===== config.mk =====
export PLATFORM = sky130hd
export DESIGN_NAME = rd_ddr_port_exec
export DESIGN_NICKNAME = d
export VERILOG_FILES = /design/src/rtl/rd_ddr_pkg.sv /design/src/rtl/rd_ddr_burst_split.sv /design/src/rtl/rd_ddr_port_exec.sv
export SDC_FILE = /design/constraint.sdc
export NUM_CORES = 1
export LEC_CHECK = 0
export CORE_AREA = 5 5 435 437
export DETAILED_ROUTE_END_ITERATION = 16
export DIE_AREA = 0 0 440 442
export PLACE_DENSITY = 0.3
export SLEW_MARGIN = 25
export SYNTH_ARGS = -nofsm -noshare
export SYNTH_HDL_FRONTEND = slang
export SYNTH_SLANG_ARGS = --single-unit

===== constraint.sdc =====
create_clock -name i_clk -period 10.43 [get_ports i_clk]
set_clock_uncertainty 0.2 [all_clocks]
set_input_delay 2.086 -clock i_clk [delete_from_list [all_inputs] [get_ports i_clk]]
set_output_delay 2.086 -clock i_clk [all_outputs]
set_load 0.005 [all_outputs]

===== src/rtl/rd_ddr_pkg.sv =====
// rd_ddr_pkg: shared FSM encoding and DDR/AXI geometry constants for the read port.
// Contents: state_e (IDLE/ADDR/DATA/DONE), beat size in bytes and as a shift, 4 KB AXI boundary.
package rd_ddr_pkg;
    typedef enum logic [1:0] {
        S_IDLE = 2'd0,
        S_ADDR = 2'd1,
        S_DATA = 2'd2,
        S_DONE = 2'd3
    } state_e;
    localparam int BEAT_BYTES  = 64;
    localparam int BEAT_SHIFT  = 6;
    localparam int BOUNDARY_4K = 4096;
endpackage


===== src/rtl/rd_ddr_burst_split.sv =====
// rd_ddr_burst_split: sizes the next AXI read burst.
// Ports: i_off  - current byte offset inside the queue region
//        i_rem  - beats still owed to the request
//        o_len  - AXI arlen (burst beats - 1)
// Burst = min(remaining, max burst, beats to next 4 KB line, beats to region end).
module rd_ddr_burst_split
    import rd_ddr_pkg::*;
#(
    parameter int          AW             = 32,
    parameter logic [31:0] P_QUEUE_REGION = 32'h0008_0000,
    parameter int          P_MAX_BURST    = 64
) (
    input  logic [AW-1:0] i_off,
    input  logic [AW-1:0] i_rem,
    output logic [7:0]    o_len
);
    localparam logic [AW-1:0] REGION = AW'(P_QUEUE_REGION);
    localparam logic [AW-1:0] MAXB   = AW'(P_MAX_BURST);
    localparam logic [AW-1:0] B4K    = AW'(BOUNDARY_4K);
    logic [AW-1:0] to_4k, to_reg, m0, m1, size;
    always_comb begin
        to_4k  = (B4K - (i_off & (B4K - AW'(1)))) >> BEAT_SHIFT;
        to_reg = (REGION - i_off) >> BEAT_SHIFT;
        m0     = (i_rem < MAXB) ? i_rem : MAXB;
        m1     = (to_4k < to_reg) ? to_4k : to_reg;
        size   = (m0 < m1) ? m0 : m1;
        o_len  = 8'(size - AW'(1));
    end
endmodule


===== src/rtl/rd_ddr_port_exec.sv =====
// rd_ddr_port_exec: turns (queue, byte count) read requests into AXI read bursts over per-queue DDR regions.
// Ports: i_clk/i_rst_n           - clock, async active-low reset
//        i_rd_*                  - request (flag, queue, bytes, valid) / o_rd_byte_ready accept
//        o_rd_queue_finish       - one-cycle pulse when a request completes
//        o_m_axi_ar* / i_m_axi_r*- AXI read address and data channels (one burst outstanding)
//        o_rd_data*              - read beats passed through with latched flag/queue, last on final beat
//        o_err                   - sticky flag for a request naming an unused queue
module rd_ddr_port_exec
    import rd_ddr_pkg::*;
#(
    parameter int          C_M_AXI_ADDR_WIDTH = 32,
    parameter int          C_M_AXI_DATA_WIDTH = 512,
    parameter int          P_DDR_LOCAL_QUEUE  = 4,
    parameter int          P_QUEUE_NUM        = 8,
    parameter logic [31:0] P_QUEUE_REGION     = 32'h0008_0000,
    parameter int          P_MAX_BURST        = 64
) (
    input  logic                          i_clk,
    input  logic                          i_rst_n,
    input  logic                          i_rd_flag,
    input  logic [P_DDR_LOCAL_QUEUE-1:0]  i_rd_queue,
    input  logic [C_M_AXI_ADDR_WIDTH-1:0] i_rd_byte,
    input  logic                          i_rd_byte_valid,
    output logic                          o_rd_byte_ready,
    output logic                          o_rd_queue_finish,
    output logic [C_M_AXI_ADDR_WIDTH-1:0] o_m_axi_araddr,
    output logic [7:0]                    o_m_axi_arlen,
    output logic                          o_m_axi_arvalid,
    input  logic                          i_m_axi_arready,
    input  logic [C_M_AXI_DATA_WIDTH-1:0] i_m_axi_rdata,
    input  logic                          i_m_axi_rvalid,
    input  logic                          i_m_axi_rlast,
    output logic                          o_m_axi_rready,
    output logic [C_M_AXI_DATA_WIDTH-1:0] o_rd_data,
    output logic                          o_rd_data_valid,
    output logic                          o_rd_data_last,
    output logic                          o_rd_data_flag,
    output logic [P_DDR_LOCAL_QUEUE-1:0]  o_rd_data_queue,
    input  logic                          i_rd_data_ready,
    output logic                          o_err
);
    localparam int              AW       = C_M_AXI_ADDR_WIDTH;
    localparam int              QW       = P_DDR_LOCAL_QUEUE;
    localparam int              QMAX     = 1 << QW;
    localparam int              RSH      = $clog2(P_QUEUE_REGION);
    localparam logic [AW-1:0]   OFF_MASK = AW'(P_QUEUE_REGION - 32'd1);
    localparam logic [AW-1:0]   BEAT     = AW'(BEAT_BYTES);

    state_e        state_q, state_d;
    logic [QW-1:0] queue_q, queue_d;
    logic          flag_q, flag_d, err_q, err_d, run_q, run_d;
    logic [AW-1:0] rem_q, rem_d;
    // Sized to the full queue field so any queue value indexes safely; unused entries stay 0.
    logic [AW-1:0] off_q [QMAX];
    logic [AW-1:0] off_d [QMAX];
    logic [AW-1:0] cur_off, beats;
    logic [7:0]    len;
    logic          in_data, beat_acc;

    assign cur_off = off_q[queue_q];
    assign beats   = (i_rd_byte >> BEAT_SHIFT) + AW'(|i_rd_byte[BEAT_SHIFT-1:0]);
    assign in_data = (state_q == S_DATA);
    assign beat_acc = in_data && i_m_axi_rvalid && i_rd_data_ready;

    rd_ddr_burst_split #(
        .AW             (AW),
        .P_QUEUE_REGION (P_QUEUE_REGION),
        .P_MAX_BURST    (P_MAX_BURST)
    ) u_split (
        .i_off (cur_off),
        .i_rem (rem_q),
        .o_len (len)
    );

    always_comb begin
        state_d = state_q;
        queue_d = queue_q;
        flag_d  = flag_q;
        err_d   = err_q;
        rem_d   = rem_q;
        off_d   = off_q;
        run_d   = 1'b1;
        case (state_q)
            S_IDLE: if (run_q && i_rd_byte_valid) begin
                queue_d = i_rd_queue;
                flag_d  = i_rd_flag;
                rem_d   = beats;
                if (int'(i_rd_queue) >= P_QUEUE_NUM) begin
                    err_d   = 1'b1;
                    state_d = S_DONE;
                end else begin
                    state_d = (beats == '0) ? S_DONE : S_ADDR;
                end
            end
            S_ADDR: state_d = i_m_axi_arready ? S_DATA : S_ADDR;
            S_DATA: if (beat_acc) begin
                rem_d          = rem_q - AW'(1);
                off_d[queue_q] = (cur_off + BEAT) & OFF_MASK;
                if (i_m_axi_rlast)
                    state_d = (rem_q == AW'(1)) ? S_DONE : S_ADDR;
            end
            default: state_d = S_IDLE;
        endcase
    end

    always_ff @(posedge i_clk or negedge i_rst_n) begin
        if (!i_rst_n) begin
            state_q <= S_IDLE;
            queue_q <= '0;
            flag_q  <= 1'b0;
            err_q   <= 1'b0;
            rem_q   <= '0;
            run_q   <= 1'b0;
            for (int i = 0; i < QMAX; i++) off_q[i] <= '0;
        end else begin
            state_q <= state_d;
            queue_q <= queue_d;
            flag_q  <= flag_d;
            err_q   <= err_d;
            rem_q   <= rem_d;
            run_q   <= run_d;
            off_q   <= off_d;
        end
    end

    // run_q keeps the request port closed until the first clock after reset release.
    assign o_rd_byte_ready   = (state_q == S_IDLE) && run_q;
    assign o_rd_queue_finish = (state_q == S_DONE);
    assign o_m_axi_arvalid   = (state_q == S_ADDR);
    assign o_m_axi_araddr    = o_m_axi_arvalid ? ((AW'(queue_q) << RSH) | cur_off) : '0;
    assign o_m_axi_arlen     = o_m_axi_arvalid ? len : 8'd0;
    assign o_m_axi_rready    = in_data && i_rd_data_ready;
    assign o_rd_data_valid   = in_data && i_m_axi_rvalid;
    assign o_rd_data         = in_data ? i_m_axi_rdata : '0;
    assign o_rd_data_last    = o_rd_data_valid && (rem_q == AW'(1));
    assign o_rd_data_flag    = flag_q;
    assign o_rd_data_queue   = queue_q;
    assign o_err             = err_q;
endmodule


==> results of run 1 <==
cell usage after synthesis (all sizes together) (12+ instances only):
cell	instances	share of area (%)
and2	527	16
dfrtp	345	43
clkbuf	226	4.2
nand2	196	3.7
nor2	152	2.8
a21oi	122	3.0
o21ai	121	3.0
mux4	81	9.3
xnor2	33	1.4
buf	30	1.1
xor2	28	1.2
inv	22	0.41
nand3	22	0.55
ha	21	1.3
a22oi	19	0.71
mux2	19	1.1
nor3	19	0.47
nand4	15	0.47
mux2i	12	0.60
per-stage QoR:
step / total power [uW] / hold WS (ns) / cells
2_1_floorplan: 4060 / 0.221 / 2158
3_3_place_gp: 7740 / 0.158 / 5552
3_5_place_dp: 7690 / 0.158 / 5552
4_1_cts: 9500 / 0.170 / 5637
5_1_grt: 9800 / 0.178 / 5677
6_report: 9390 / 0.166 / 5710
area by class of cell:
type                    instances  area [sq um]  share of cell area [%]
multi-input cells            1535         10400                    29.2
inverters                      22          82.6                   0.231
repair buffers               1171         11600                    32.6
diodes                         72           180                   0.504
well taps                    2480          3100                    8.68
clock buffers                  65          1370                    3.84
clock inverters                20           298                   0.833
flip-flops and latches        345          8640                    24.2
sequential cells by signal (all words and copies together) (netlist names):
| name | flops |
|---|---|
| off_q | 304 |
| o_err | 1 |
| rem_q | 32 |
| run_q | 1 |
| state_q | 2 |
| o_rd_data_queue | 4 |
| o_rd_data_flag | 1 |
worst max-delay path: cells and delay by family (launching register included):
family	cells	cell delay, ns
and+or+nand+nor	7	2.28
AOI/OAI and AO/OA	8	1.61
muxes	4	1.11
buffers and inverters	4	0.93
adders and majority gates	3	0.60
DFF	1	0.51
how the worst max path moves through the flow:
stage / endpoint / depth (start not counted) / start
finish: o_m_axi_arlen[6] / 26 / o_rd_data_queue[0]
global route: o_m_axi_arlen[6] / 26 / o_rd_data_queue[0]
CTS: o_m_axi_arlen[6] / 27 / o_rd_data_queue[0]
detailed placement: o_m_axi_arlen[6] / 27 / o_rd_data_queue[0]
global placement: o_m_axi_arlen[6] / 26 / o_rd_data_queue[0]
floorplan: o_m_axi_arlen[6] / 29 / o_rd_data_queue[0]
cell usage in the layout (no fill, tap or decap), types with 21 or more instances in the layout:
cell type / count
nand3_1: 22
clkdlybuf4s50_1: 1109
mux4_2: 69
clkbuf_16: 46
dfrtp_1: 343
xor2_1: 24
xnor2_1: 33
nand2_1: 196
a21oi_1: 122
nor2_1: 151
buf_4: 55
conb_1: 24
o21ai_0: 121
diode_2: 72
ha_1: 21
inv_1: 22
and2_1: 526
metal layers:
| metal | part of all wire [%] | up-vias |
|---|---|---|
| met5 | 0.056 | - |
| met4 | 7.6 | 18 |
| met3 | 5.4 | 417 |
| met2 | 46 | 1063 |
| met1 | 41 | 10300 |
| li1 | - | 9109 |
cell families after synthesis:
group / after synthesis / share of synthesized area (%)
XOR/XNOR: 61 / 2.67
AND/OR/NAND/NOR: 1007 / 27.3
AO/OA/AOI/OAI: 310 / 8.85
adder cells (fa/ha/maj): 21 / 1.31
multiplexers: 112 / 11.0
buffers and inverters: 278 / 5.72
flip-flops: 345 / 43.1
other: 2 / 0.0375
power breakdown:
group / switching, uW / total, uW / internal [uW]
combinational: 3340 / 5780 / 2430
clock: 673 / 1720 / 1050
sequential: 231 / 1890 / 1660
total: 4250 / 9390 / 5140
==> results.ini, run 1 <==
[timing]
fmax_mhz = 100
period_needed_ns = 9.97
tightest_slew_ns = 1.03
hold_viol_final = 0
finalMaxSlewViolations = 0
finalSetupTns_ns = 0
rsz0062_at_grt = false
setup_ws_ns = 0.465
setup_viol = 0
slew-limit-headroom_pct = 30.8
fin_crit_sh_pct = 95.5

[global_route]
track_usage_pct = 24.2
use_met3_pct = 4.72
use_met1_pct = 29.4
grt_busiest_layer = met2
grt_antenna_before_repair = 166
use_met2_pct = 39.9
grt_pass1_wl_mm = 294
grt_pass1_vias = 20700
grt_max_degree = 130
grt_overflow_total = 0

[floorplanning]
fp.dieW_microns = 440
num_io_pins = 1120
core_sq_um = 185000
dieArea_sq_um = 194000
start_util_pct = 10.9
fp-row-count = 158
die_y_microns = 442

[clocking]
cts.sinks = 345
clk_latency_ns = 0.61
cts_resized = 0
cts_setup_buffers = 0
cts-hold-fix-buffers = 0
clockBufferDepth = 3
h-tree-depth = 2
cts_tree = done
cts_buffers = 46
ctsRootBufferMaster = clkbuf_16
path_clk_slew_ns = 0.07

[finish]
utilization_pct = 19.4
num-nets-final = 3698
final_area_sq_um = 35800
drive_gt1_share_pct = 8.14
area_delta_synth_final_pct = 78.4
n_fill_cell = 20700

[yosys]
netlist_instances = 2136
yosys_warnings = 0
synth_cell_types = 69
synth-main-ff-cell = dfrtp_1
async_flop_share_pct = 100
seq_area_frac_synth_pct = 43.1
synth_edf_count = 0
avgSynthCellArea_sq_um = 9.38
syn_area_sq_um = 20000
ys_seq_elements = 345

[min_path]
hold_class = reg -> reg
min_delay_path_depth = 0
min_from = off_q[226]
min_to = off_q[226]

[job]
drv_cap = 0

[worst_setup_path]
worst_path_max_delay_cell = clkdlybuf4s50_1
slowest_delay_ns = 0.55
reg2reg_to = off_q[240]
rr_worst_depth = 11
rr_startpoint = o_rd_data_queue[2]
arrival_ns = 7.68
required_ns = 8.14
endpoint_kind = output pin
crit_top_cell = ha_1
path_class = reg -> out
cp_max_fo = 32
r2r_slack_ns = 6.06
start_kind = flip-flop

[place]
pre_cts_ws_ns = 1.08
gp_congestion = 0.976
post_dp_cell_area_sq_um = 33900
dp_hpwl_mm = 214
port_buffers = 1110

[detailed_routing]
avgRoutedWirePerCell_microns = 42.9
drtAntennaViolNets = 0
drc = 0
drt_pass1_iterations = 5
wl_mm = 245
vias_per_cell = 3.66
drtIter0Drc = 1539
num_vias = 20900

[power_and_ir_drop]
powerDensity_nw_per_um2 = 263
leakage_uw = 0.0140
ir_worst_vdd_mv = 0.168

[run_status]
status = completed

No activity file was read; power rests on OpenSTA's default activity.
==> run 2: changes to the inputs <==
Settings changed: GPL_TIMING_DRIVEN from default to 0.
Clock period 10.43 ns to 10.45 ns, I/O delays scaled along.
==> run 2 against run 1 <==
Against the previous run: hold slack improved by 0.080 ns; critical path depth is 4 higher; via count is 4.7% higher; largest cell class unchanged.
==> results.ini, run 2 (synthesized netlist as in run 1, its figures left out) <==
[floorplanning]
core_sq_um = 185000
num_io_pins = 1120
fp-row-count = 158
dieArea_sq_um = 194000
die_y_microns = 442
start_util_pct = 10.9
fp.dieW_microns = 440

[detailed_routing]
avgRoutedWirePerCell_microns = 42.0
drc = 0
num_vias = 21900
wl_mm = 249
drt_pass1_iterations = 5
drtIter0Drc = 1565
vias_per_cell = 3.69
drtAntennaViolNets = 0

[finish]
final_common_cell = clkdlybuf4s50_1
final_area_sq_um = 36400
drive_gt1_share_pct = 6.91
area_delta_synth_final_pct = 81.8
instances_no_fill = 5939
n_fill_cell = 20600
top_register = off_q
num-nets-final = 3898
layout_common_cells = clkdlybuf4s50_1 (1,106), and2_1 (527), dfrtp_1 (343)
largest_reg_flops = 304

[place]
port_buffers = 1108
dp_cells = 5751
post_dp_cell_area_sq_um = 34500
dp_hpwl_mm = 223
gp_congestion = 0.984

[timing]
hold_viol_final = 0
slew-limit-headroom_pct = 27.7
setup_viol = 0
fin_crit_sh_pct = 94.6
rsz0062_at_grt = false
fmax_mhz = 101
finalMaxSlewViolations = 0
tightest_slew_ns = 1.08
period_needed_ns = 9.89

[global_route]
grt_overflow_total = 0
grt_pass1_vias = 22100
track_usage_pct = 24.7
grt_antenna_before_repair = 135
grt_max_degree = 84
grt_pass1_wl_mm = 300

[worst_setup_path]
reg2reg_to = off_q[396]
slowest_delay_ns = 0.56
arrival_ns = 7.60
rr_worst_depth = 14
path_class = reg -> out
r2r_slack_ns = 4.82
start_kind = flip-flop
worst_path_max_delay_cell = mux4_2
required_ns = 8.16
endpoint_kind = output pin
rr_startpoint = o_rd_data_queue[3]
cp_max_fo = 10

[min_path]
hold_class = reg -> reg
min_to = off_q[98]
min_delay_path_depth = 1
min_from = off_q[98]

[clocking]
clockBufferDepth = 3
clk_latency_ns = 0.58
path_clk_slew_ns = 0.06
cts_tree = done
ctsRootBufferMaster = clkbuf_16
h-tree-depth = 2
cts.sinks = 345
cts_buffers = 46

[power_and_ir_drop]
leakage_uw = 0.0142
powerDensity_nw_per_um2 = 267
ir_worst_vdd_mv = 0.116

[job]
drv_cap = 0

[run_status]
status = completed

-- run 2: changes by cell type in the layout (fill, tap and decap cells not counted), moves of 5 or more --
cell	delta
clkbuf_1	+228
buf_4	-36
diode_2	+30
clkbuf_2	+7
clkbuf_8	-7
a22oi_1	-5
a22oi_2	+5
-- run 2: where the power goes --
part           total [uW]  leakage, uW  internal [uW]  switching [uW]
combinational        6240      0.00878           2500            3730
sequential           1880      0.00465           1660             222
clock                1610     0.000742            961             645
-- run 2: worst max-delay path, delay by kind of cell, from the launching register on --
kind                       cells  cell delay (ns)
buffers and inverters          8             1.49
xor gates and xnor gates       1             0.21
and+or+nand+nor                8             1.83
adders and majority gates      3             0.64
DFF                            1             0.38
muxes                          3             0.98
AOI/OAI and AO/OA              7             1.43
-- run 2: area by class of cell --
class | instances | area (sq um) | share of cell area (%)
diodes | 102 | 255 | 0.701
plain buffers | 252 | 1140 | 3.14
clock buffers | 72 | 1350 | 3.71
clock inverters | 12 | 154 | 0.422
inverters | 22 | 82.6 | 0.227
multi-input cells | 1535 | 10400 | 28.6
flip-flops and latches | 345 | 8640 | 23.7
well taps | 2480 | 3100 | 8.52
repair buffers | 1119 | 11300 | 31.0
-- run 2: how the worst max path moves through the flow --
stage / start / endpoint / slack (ns) / cells after the start
global route: o_rd_data_queue[0] / o_m_axi_arlen[4] / 0.22 / 31
floorplan: o_rd_data_queue[0] / o_m_axi_arlen[6] / 1.90 / 29
detailed placement: o_rd_data_queue[1] / o_m_axi_arlen[6] / -0.30 / 29
global placement: i_rst_n / rem_q[25] / -10.35 / 1
finish: o_rd_data_queue[0] / o_m_axi_arlen[4] / 0.56 / 30
CTS: o_rd_data_queue[0] / o_m_axi_arlen[6] / 0.007 / 30
-- run 2: stage by stage --
step	TNS, ns	setup WS [ns]	power (uW)	utilization [%]	hold slack (ns)
2_1_floorplan	0	1.90	4050	-	0.221
3_3_place_gp	-3549.78	-10.35	8110	18.6	0.232
3_5_place_dp	-0.297	-0.297	8070	18.7	0.239
4_1_cts	0	0.00727	9820	19.5	0.252
5_1_grt	0	0.224	10200	19.7	0.262
6_report	0	0.563	9720	19.7	0.246
-- run 2: per-layer routing --
layer	vias to the layer above	wire (microns)	GRT usage (%)
met2	1025	123000	43.2
met5	-	169	0
met3	284	18400	7.04
met1	11000	96600	28.4
li1	9575	-	-
met4	24	10900	9.15
-- run 2: timing repair --
item,CTS,global route
buffers inserted,0,6
hold buffers,0,0
pin swaps,0,3
setup endpoints to repair,7,1
gates resized for setup,39,14
